==> src/rtl/mem_arb_pkg.sv <==
// Shared types and constants for the two-port memory arbiter.
package mem_arb_pkg;

  typedef enum logic [1:0] {
    ARB    = 2'd0,
    LOCK_C = 2'd1,
    LOCK_D = 2'd2
  } state_e;

  localparam logic PORT_C = 1'b0;
  localparam logic PORT_D = 1'b1;

endpackage

==> src/rtl/rr_pick2.sv <==
// Two-way round-robin picker: on a tie, grants the port that was not granted last.
module rr_pick2
  import mem_arb_pkg::*;
(
  input  logic [1:0] req_i,
  input  logic       last_i,
  output logic [1:0] gnt_o
);

  always_comb begin
    gnt_o = 2'b00;
    case (req_i)
      2'b01:   gnt_o = 2'b01;
      2'b10:   gnt_o = 2'b10;
      2'b11:   gnt_o = (last_i == PORT_D) ? 2'b01 : 2'b10;
      default: gnt_o = 2'b00;
    endcase
  end

endmodule

==> src/rtl/mem_arbiter.sv <==
// Shares one unified memory between the core port (C) and the debug/DMA port (D),
// round-robin with bounded burst locking and registered per-port read data.
module mem_arbiter
  import mem_arb_pkg::*;
#(
  parameter int AW        = 32,
  parameter int DW        = 32,
  parameter int MAX_BURST = 8
) (
  input  logic          clk,
  input  logic          rst,
  input  logic          c_req,
  input  logic          c_we,
  input  logic          c_lock,
  input  logic [AW-1:0] c_addr,
  input  logic [DW-1:0] c_wdata,
  output logic          c_gnt,
  output logic          c_rvalid,
  output logic [DW-1:0] c_rdata,
  input  logic          d_req,
  input  logic          d_we,
  input  logic          d_lock,
  input  logic [AW-1:0] d_addr,
  input  logic [DW-1:0] d_wdata,
  output logic          d_gnt,
  output logic          d_rvalid,
  output logic [DW-1:0] d_rdata,
  output logic          mem_we,
  output logic [AW-1:0] mem_addr,
  output logic [DW-1:0] mem_wd,
  input  logic [DW-1:0] mem_rd
);

  localparam int CW = $clog2(MAX_BURST + 1);
  localparam logic [CW-1:0] CNT_ONE  = CW'(1);
  localparam logic [CW-1:0] CNT_LAST = CW'(MAX_BURST - 1);

  state_e        state_q, state_d;
  logic          last_q, last_d;
  logic [CW-1:0] cnt_q, cnt_d;
  logic          c_rvalid_q, d_rvalid_q;
  logic [DW-1:0] c_rdata_q, d_rdata_q;
  logic [1:0]    pick_gnt;
  logic          gnt_c, gnt_d;

  rr_pick2 u_pick (
    .req_i  ({d_req, c_req}),
    .last_i (last_q),
    .gnt_o  (pick_gnt)
  );

  always_comb begin
    state_d = state_q;
    last_d  = last_q;
    cnt_d   = cnt_q;
    gnt_c   = 1'b0;
    gnt_d   = 1'b0;
    case (state_q)
      ARB: begin
        gnt_c = pick_gnt[0];
        gnt_d = pick_gnt[1];
        // A one-beat burst limit never enters a lock state.
        if (gnt_c) begin
          last_d = PORT_C;
          if (c_lock && (MAX_BURST > 1)) begin
            state_d = LOCK_C;
            cnt_d   = CNT_ONE;
          end
        end else if (gnt_d) begin
          last_d = PORT_D;
          if (d_lock && (MAX_BURST > 1)) begin
            state_d = LOCK_D;
            cnt_d   = CNT_ONE;
          end
        end
      end
      LOCK_C: begin
        gnt_c = c_req;
        if (c_req) last_d = PORT_C;
        if (c_req && c_lock && (cnt_q != CNT_LAST)) begin
          cnt_d = cnt_q + CNT_ONE;
        end else begin
          state_d = ARB;
          cnt_d   = '0;
        end
      end
      LOCK_D: begin
        gnt_d = d_req;
        if (d_req) last_d = PORT_D;
        if (d_req && d_lock && (cnt_q != CNT_LAST)) begin
          cnt_d = cnt_q + CNT_ONE;
        end else begin
          state_d = ARB;
          cnt_d   = '0;
        end
      end
      default: begin
        state_d = ARB;
        cnt_d   = '0;
      end
    endcase
  end

  // Grants are masked by reset so no write can reach memory while rst is low.
  assign c_gnt = gnt_c & rst;
  assign d_gnt = gnt_d & rst;

  always_comb begin
    mem_we   = 1'b0;
    mem_addr = '0;
    mem_wd   = '0;
    if (c_gnt) begin
      mem_we   = c_we;
      mem_addr = c_addr;
      mem_wd   = c_wdata;
    end else if (d_gnt) begin
      mem_we   = d_we;
      mem_addr = d_addr;
      mem_wd   = d_wdata;
    end
  end

  always_ff @(posedge clk or negedge rst) begin
    if (!rst) begin
      state_q    <= ARB;
      last_q     <= PORT_D;
      cnt_q      <= '0;
      c_rvalid_q <= 1'b0;
      d_rvalid_q <= 1'b0;
      c_rdata_q  <= '0;
      d_rdata_q  <= '0;
    end else begin
      state_q    <= state_d;
      last_q     <= last_d;
      cnt_q      <= cnt_d;
      c_rvalid_q <= c_gnt & ~c_we;
      d_rvalid_q <= d_gnt & ~d_we;
      if (c_gnt && !c_we) c_rdata_q <= mem_rd;
      if (d_gnt && !d_we) d_rdata_q <= mem_rd;
    end
  end

  assign c_rvalid = c_rvalid_q;
  assign d_rvalid = d_rvalid_q;
  assign c_rdata  = c_rdata_q;
  assign d_rdata  = d_rdata_q;

endmodule

==> config.mk <==
export PLATFORM = sky130hd
export DESIGN_NAME = mem_arbiter
export DESIGN_NICKNAME = d
export VERILOG_FILES = /design/src/rtl/mem_arb_pkg.sv /design/src/rtl/rr_pick2.sv /design/src/rtl/mem_arbiter.sv
export SDC_FILE = /design/constraint.sdc
export NUM_CORES = 1
export LEC_CHECK = 0
export CAP_MARGIN = 20
export CORE_AREA = 2 2 136 98
export DETAILED_ROUTE_END_ITERATION = 10
export DIE_AREA = 0 0 138 100
export PLACE_DENSITY = 0.74
export SLEW_MARGIN = 30
export SYNTH_ARGS = -nofsm -noshare
export SYNTH_HDL_FRONTEND = slang
export SYNTH_SLANG_ARGS = --single-unit
==> constraint.sdc <==
create_clock -name clk -period 2.15 [get_ports clk]
set_clock_uncertainty 0.1 [all_clocks]
set_input_delay 0.215 -clock clk [delete_from_list [all_inputs] [get_ports clk]]
set_output_delay 0.215 -clock clk [all_outputs]
set_load 0.05 [all_outputs]
# Word-level counts from Yosys, hierarchy flattened
# Index checks and enable logic that the tools add are counted.
dict set report classes {
  n_addsub 1
  eq_ne 13
  muxes 29
  n_bitwise 6
  n_reduce_logical 13
}
# cell count
set ops {}
lappend ops {{two-way mux 32 bit} 4}
lappend ops {{two-way mux 4 bit} 6}
lappend ops {{two-way mux 2 bit} 7}
lappend ops {{case mux 2 bit (3 select lines)} 2}
lappend ops {{case mux 4 bit (3 select lines)} 1}
lappend ops {{!= test 3 bit (second input constant)} 3}
lappend ops {{!= test 2 bit (second input constant)} 4}
lappend ops {{equality test 2 bit (second input constant)} 3}
lappend ops {{logical AND 1 bit} 6}
lappend ops {{two-way mux 1 bit} 6}
lappend ops {{AND reduction 5 bit} 1}
lappend ops {{adder 4 x 1 -> 4 bit (second input constant)} 1}
lappend ops {{AND 1 bit} 4}
lappend ops {{equality test 2 x 1 -> 1 bit (second input constant)} 2}
lappend ops {{!= test 4 x 3 -> 1 bit (second input constant)} 1}
lappend ops {{case mux 1 bit (2 select lines)} 2}
lappend ops {{AND reduction 4 bit} 1}
lappend ops {{case mux 1 bit (3 select lines)} 1}
lappend ops {{AND reduction 3 bit} 1}
lappend ops {{nonzero test 3 bit} 1}
lappend ops {{zero test 1 bit} 2}
lappend ops {{zero test 2 bit} 1}
lappend ops {{NOT 1 bit} 2}
dict set report totals {
  reg_bits 73
  output_inout_bits 133
}

# Depth between registers and ports, before layout
# Gate-level depths: netlist of the first run.
dict set report depth {
  word_depth 6
  ltp_mapped 8
}

# Hierarchy
# From an unflattened synthesis of the first run, not the netlist that was laid out.
dict set report unflattened {
  cells_unflattened 422
  hier_area_um2 4185.3
}
# module instances cells_per_inst area_each_um2 seq_area_each_um2
set by_module_without_submodules {}
lappend by_module_without_submodules {mem_arbiter 1 419 4166.5 1828.0}
lappend by_module_without_submodules {rr_pick2 1 3 18.8 0.0}

# Least setup slack after synthesis of the first run
# Ideal clock, no wire load.
dict set report synth_path {
  path_kind {register to output}
  start {reg state_q[0]}
  end {out mem_addr[22]}
  arrival_ns 2.212
  path_slack_ns -0.377
  stages_incl_launch_ff 7
  path_cell_list {dfrtp_1 > inv_1 > ha_1 > a21oi_4 > nor2_1 > clkbuf_1 > a22o_1}
}
dict set report synth_between {
  word_cells_on_any_way 9
  cone_classes {eq/ne (2); mux (4); bitwise (2); reduce/logical (1)}
}
# item line_no
set synth_lines {}
lappend synth_lines {{start: declaration} mem_arbiter.sv:38} ;# state_e state_q, state_d;
lappend synth_lines {{start signal: assignment} mem_arbiter.sv:133} ;# state_q <= state_d;
lappend synth_lines {{equality test 2 x 1 -> 1 bit / zero test 2 bit (equally long branches)} mem_arbiter.sv:58} ;# case (state_q)
lappend synth_lines {{case mux 1 bit (2 select lines) *} mem_arbiter.sv:58}
lappend synth_lines {{AND 1 bit *} mem_arbiter.sv:105} ;# assign c_gnt = gnt_c & rst;
lappend synth_lines {{net c_gnt} mem_arbiter.sv:17} ;# output logic c_gnt,
lappend synth_lines {{two-way mux 32 bit *} mem_arbiter.sv:112} ;# if (c_gnt) begin
lappend synth_lines {{end: declaration} mem_arbiter.sv:29} ;# output logic [AW-1:0] mem_addr,
# The timed path passes the listed nets; every way through them passes the cells marked *.

# Final worst setup path of the first run
dict set report layout_path {
  start {reg state_q[0]}
  end {out mem_addr[18]}
}
dict set report layout_between {
  elab_chain_cells 5
  word_cells_on_any_way 9
  cone_classes {eq/ne (2); mux (4); bitwise (2); reduce/logical (1)}
}
# item line_no
set layout_lines {}
lappend layout_lines {{equality test 2 bit / zero test 2 bit (equally long branches)} mem_arbiter.sv:58}
lappend layout_lines {{case mux 1 bit (2 select lines)} mem_arbiter.sv:58}
lappend layout_lines {{AND 1 bit} mem_arbiter.sv:106} ;# assign d_gnt = gnt_d & rst;
lappend layout_lines {{two-way mux 32 bit} mem_arbiter.sv:116} ;# end else if (d_gnt) begin
lappend layout_lines {{two-way mux 32 bit *} mem_arbiter.sv:112}
# Every way passes the cells marked *; elsewhere a longest branch is shown, timed or not.

==> results of run 1 <==
==> cells by family after synthesis <==
group / after synthesis / synth area share (%)
mux: 67 / 20.4
buf+inv: 29 / 4.99
simple gates: 23 / 3.77
flops: 73 / 49.6
compound gates: 83 / 19.2
fa+ha+maj: 6 / 2.04
==> sequential cells by signal, summed over array words and instances (netlist names) <==
| signal | flops |
|---|---|
| d_rvalid | 1 |
| state_q | 2 |
| c_rvalid | 1 |
| cnt_q | 4 |
| d_rdata | 32 |
| c_rdata | 32 |
| last_q | 1 |
==> final timing paths <==
kind,from,to,slack [ns],depth (start not counted)
worst min-delay path,c_rdata[7],c_rdata[7],0.38,1
worst max register to register,state_q[0],c_rdata[22],-0.04,10
worst min register to register,c_rdata[7],c_rdata[7],0.38,1
min in group asynchronous,rst,d_rdata[10],0.48,3
worst max-delay path,state_q[0],mem_addr[18],-0.33,9
max in group asynchronous,rst,d_rdata[20],0.98,3
==> layout make-up <==
cell class,count,share of cell area [%]
repair buffers,344,49.2
inverters,9,0.390
clock buffers,13,3.12
well taps,166,2.40
flip-flops and latches,73,21.1
diodes,1,0.0289
multi-input cells,180,23.8
==> metal layers <==
metal	vias to the layer above	part of all wire (%)	GRT usage (%)
li1	1741	-	-
met4	0	1.1	3.45
met5	-	0	0
met1	1932	37	27.2
met2	150	55	43.0
met3	20	6.1	8.06
==> layout by cell type, fill, tap and decap left out, types with 2 or more instances in the layout <==
master           Yosys  routed
dfrtp_1             72      72
o21ba_4              1       2
nor2_1               3       2
a22o_2               0      33
a22o_4               0      29
o21ai_0              4       4
inv_1                9       7
nand2_1              3       3
mux2_1               8       6
a21oi_1              5       5
a22o_1              65       3
nor2_4               1       2
ha_1                 6       4
buf_4                6      17
inv_2                0       2
mux2_2              56      48
nand2b_1             3       2
ha_4                 0       2
mux2i_1              3       3
nand3_1              7       7
clkdlybuf4s50_1      0     232
clkbuf_16            0      12
mux2_4               0      10
buf_12               0      78
buf_8                0       2
buf_6                6      10
clkbuf_8             0       3
==> where the power goes <==
group	internal (µW)	total, µW	switching [µW]
clock network	856	1370	509
logic	4010	9080	5070
registers	2050	2430	383
total	6910	12900	5960
==> metrics by stage <==
stage          cells  cell area (µm²)
2_1_floorplan    281             3770
3_3_place_gp     754             7820
3_5_place_dp     754             7820
6_report         786             8670
4_1_cts          773             8250
5_1_grt          786             8670
==> timing repair <==
action	CTS	global route
pin swaps	1	6
cloned	2	4
endpoints found under the setup margin	66	109
gates resized for setup	14	47
hold buffers	0	1
setup buffers	4	9
hold endpoints to repair	0	34
==> results.yml, run 1 <==
synth:
  synthMostInstantiatedCell: "dfrtp_1"
  synth_area_leaders: "dfrtp_1 (49%), mux2_2 (17%), a22o_1 (15%), mux2_1 (2.4%), ha_1 (2.0%)"
  synthArstFlopShare_pct: 100
  synth_nets: 455
  ys_ff_latch: 73
  synth_ff_type: "dfrtp_1"
  yosysSeqAreaShare_pct: 49.6
  synth_edf_count: 0
  synth_top_area_cell: "dfrtp_1"
  synthTopCellsByCount: "dfrtp_1 (72), a22o_1 (65), mux2_2 (56), inv_1 (9), mux2_1 (8)"
  netlist_area_um2: 3680
  synth_cell_types: 34
  yosysWarnings: 0
  syn_area_per_cell_um2: 13.1
  synth_top_cell_area_share_pct: 48.9
  synthCells: 281
global_route:
  grt_pass1_vias: 4015
  grt_max_degree: 74
  antenna_found_initial: 1
  grt_pass1_wl_mm: 24.4
  grt_use_total_pct: 23.4
  overflow: 0
finish:
  nets: 791
  layout-drive-gt1-share_pct: 41.5
  synthToLayoutAreaGrowth_pct: 135
  seq_area_um2: 1830
  final_util_pct: 68.3
  fillCellCount: 888
  multi_input_area_um2: 2060
detailed_routing:
  drcViolationCount: 0
  via_per_inst: 4.89
  dr.pass1.iters: 7
  drtIter0Drc: 191
  wl_mm: 18.1
  wire_per_inst_um: 23.0
  detail-route-antenna-nets: 0
  vias: 3843
timing:
  max-slew-margin-rel_pct: 55.2
  tightestPinTransition_ns: 0.673
  fin_tns_setup_ns: -19.32
  fin_hold_ws_ns: 0.380
  rsz0062_at_grt: "true"
  slew_viol_final: 0
  period_needed_ns: 2.48
  hold_viol: 0
  worst_slack_ns: -0.334
  setup_viol: 78
  period_share_pct: 116
  fmax_ghz: 0.403
die:
  die_area_um2: 13800
  core_area_um2: 12700
  die_x_um: 138
  die_h_um: 100
  ios: 301
  initial_core_util_pct: 29.0
  num_rows: 35
placed_design:
  dp_hpwl_mm: 13.5
  place_congestion: 0.809
  dp_slack_ns: -0.0624
  port_buffers: 300
power:
  ir_drop_v: 0.00112
  leakage_uw: 0.00366
  finalPower_uw: 12900
  p_per_area_nw_per_um2: 1480
cts:
  cts_root_buf: "clkbuf_16"
  clock_sinks: 73
  insertion_delay_ns: 0.32
  cts.path.max_buffers: 2
  numCtsBuffers: 9
  cts_tree: "yes"
  ctsHtreeMaxLevel: 3
  path_clk_slew_ns: 0.06
status:
  violations: "negative setup slack"
  status: "finished, violations left"
worst_setup_path:
  worst_setup_path_start_kind: "register"
  end_kind: "output pin"
  required_ns: 1.84
  worstSetupPathType: "register to output pin"
  path_cells: "inv_2, ha_4, a21boi_2, o211ai_2, buf_4, o21ba_4, buf_8, a22o_4, buf_12"
  cpLargestDelayFamily: "compound AO/OA/AOI/OAI gates"
  crit_fanout: 6
  arrival_ns: 2.17
  critical_path_buf_inv_count: 4
  cpPeakStageDelay_ns: 0.40
  crit_slowest_cell: "dfrtp_1"
worst_hold_path:
  min_path_type: "register to register"
job:
  maxCapViolations: 0
Power figures use the tool's default switching activity.
==> run 2, diff against run 1 <==
Settings changed: GPL_TIMING_DRIVEN set to 1.
==> results of run 2 <==
Final layout, timing and power as in run 1 (identical DEF).
==> run 3, diff against run 2 <==
Settings changed: CAP_MARGIN 20 to unset.
==> results of run 3 <==
Final layout, timing and power as in run 1 (identical DEF).
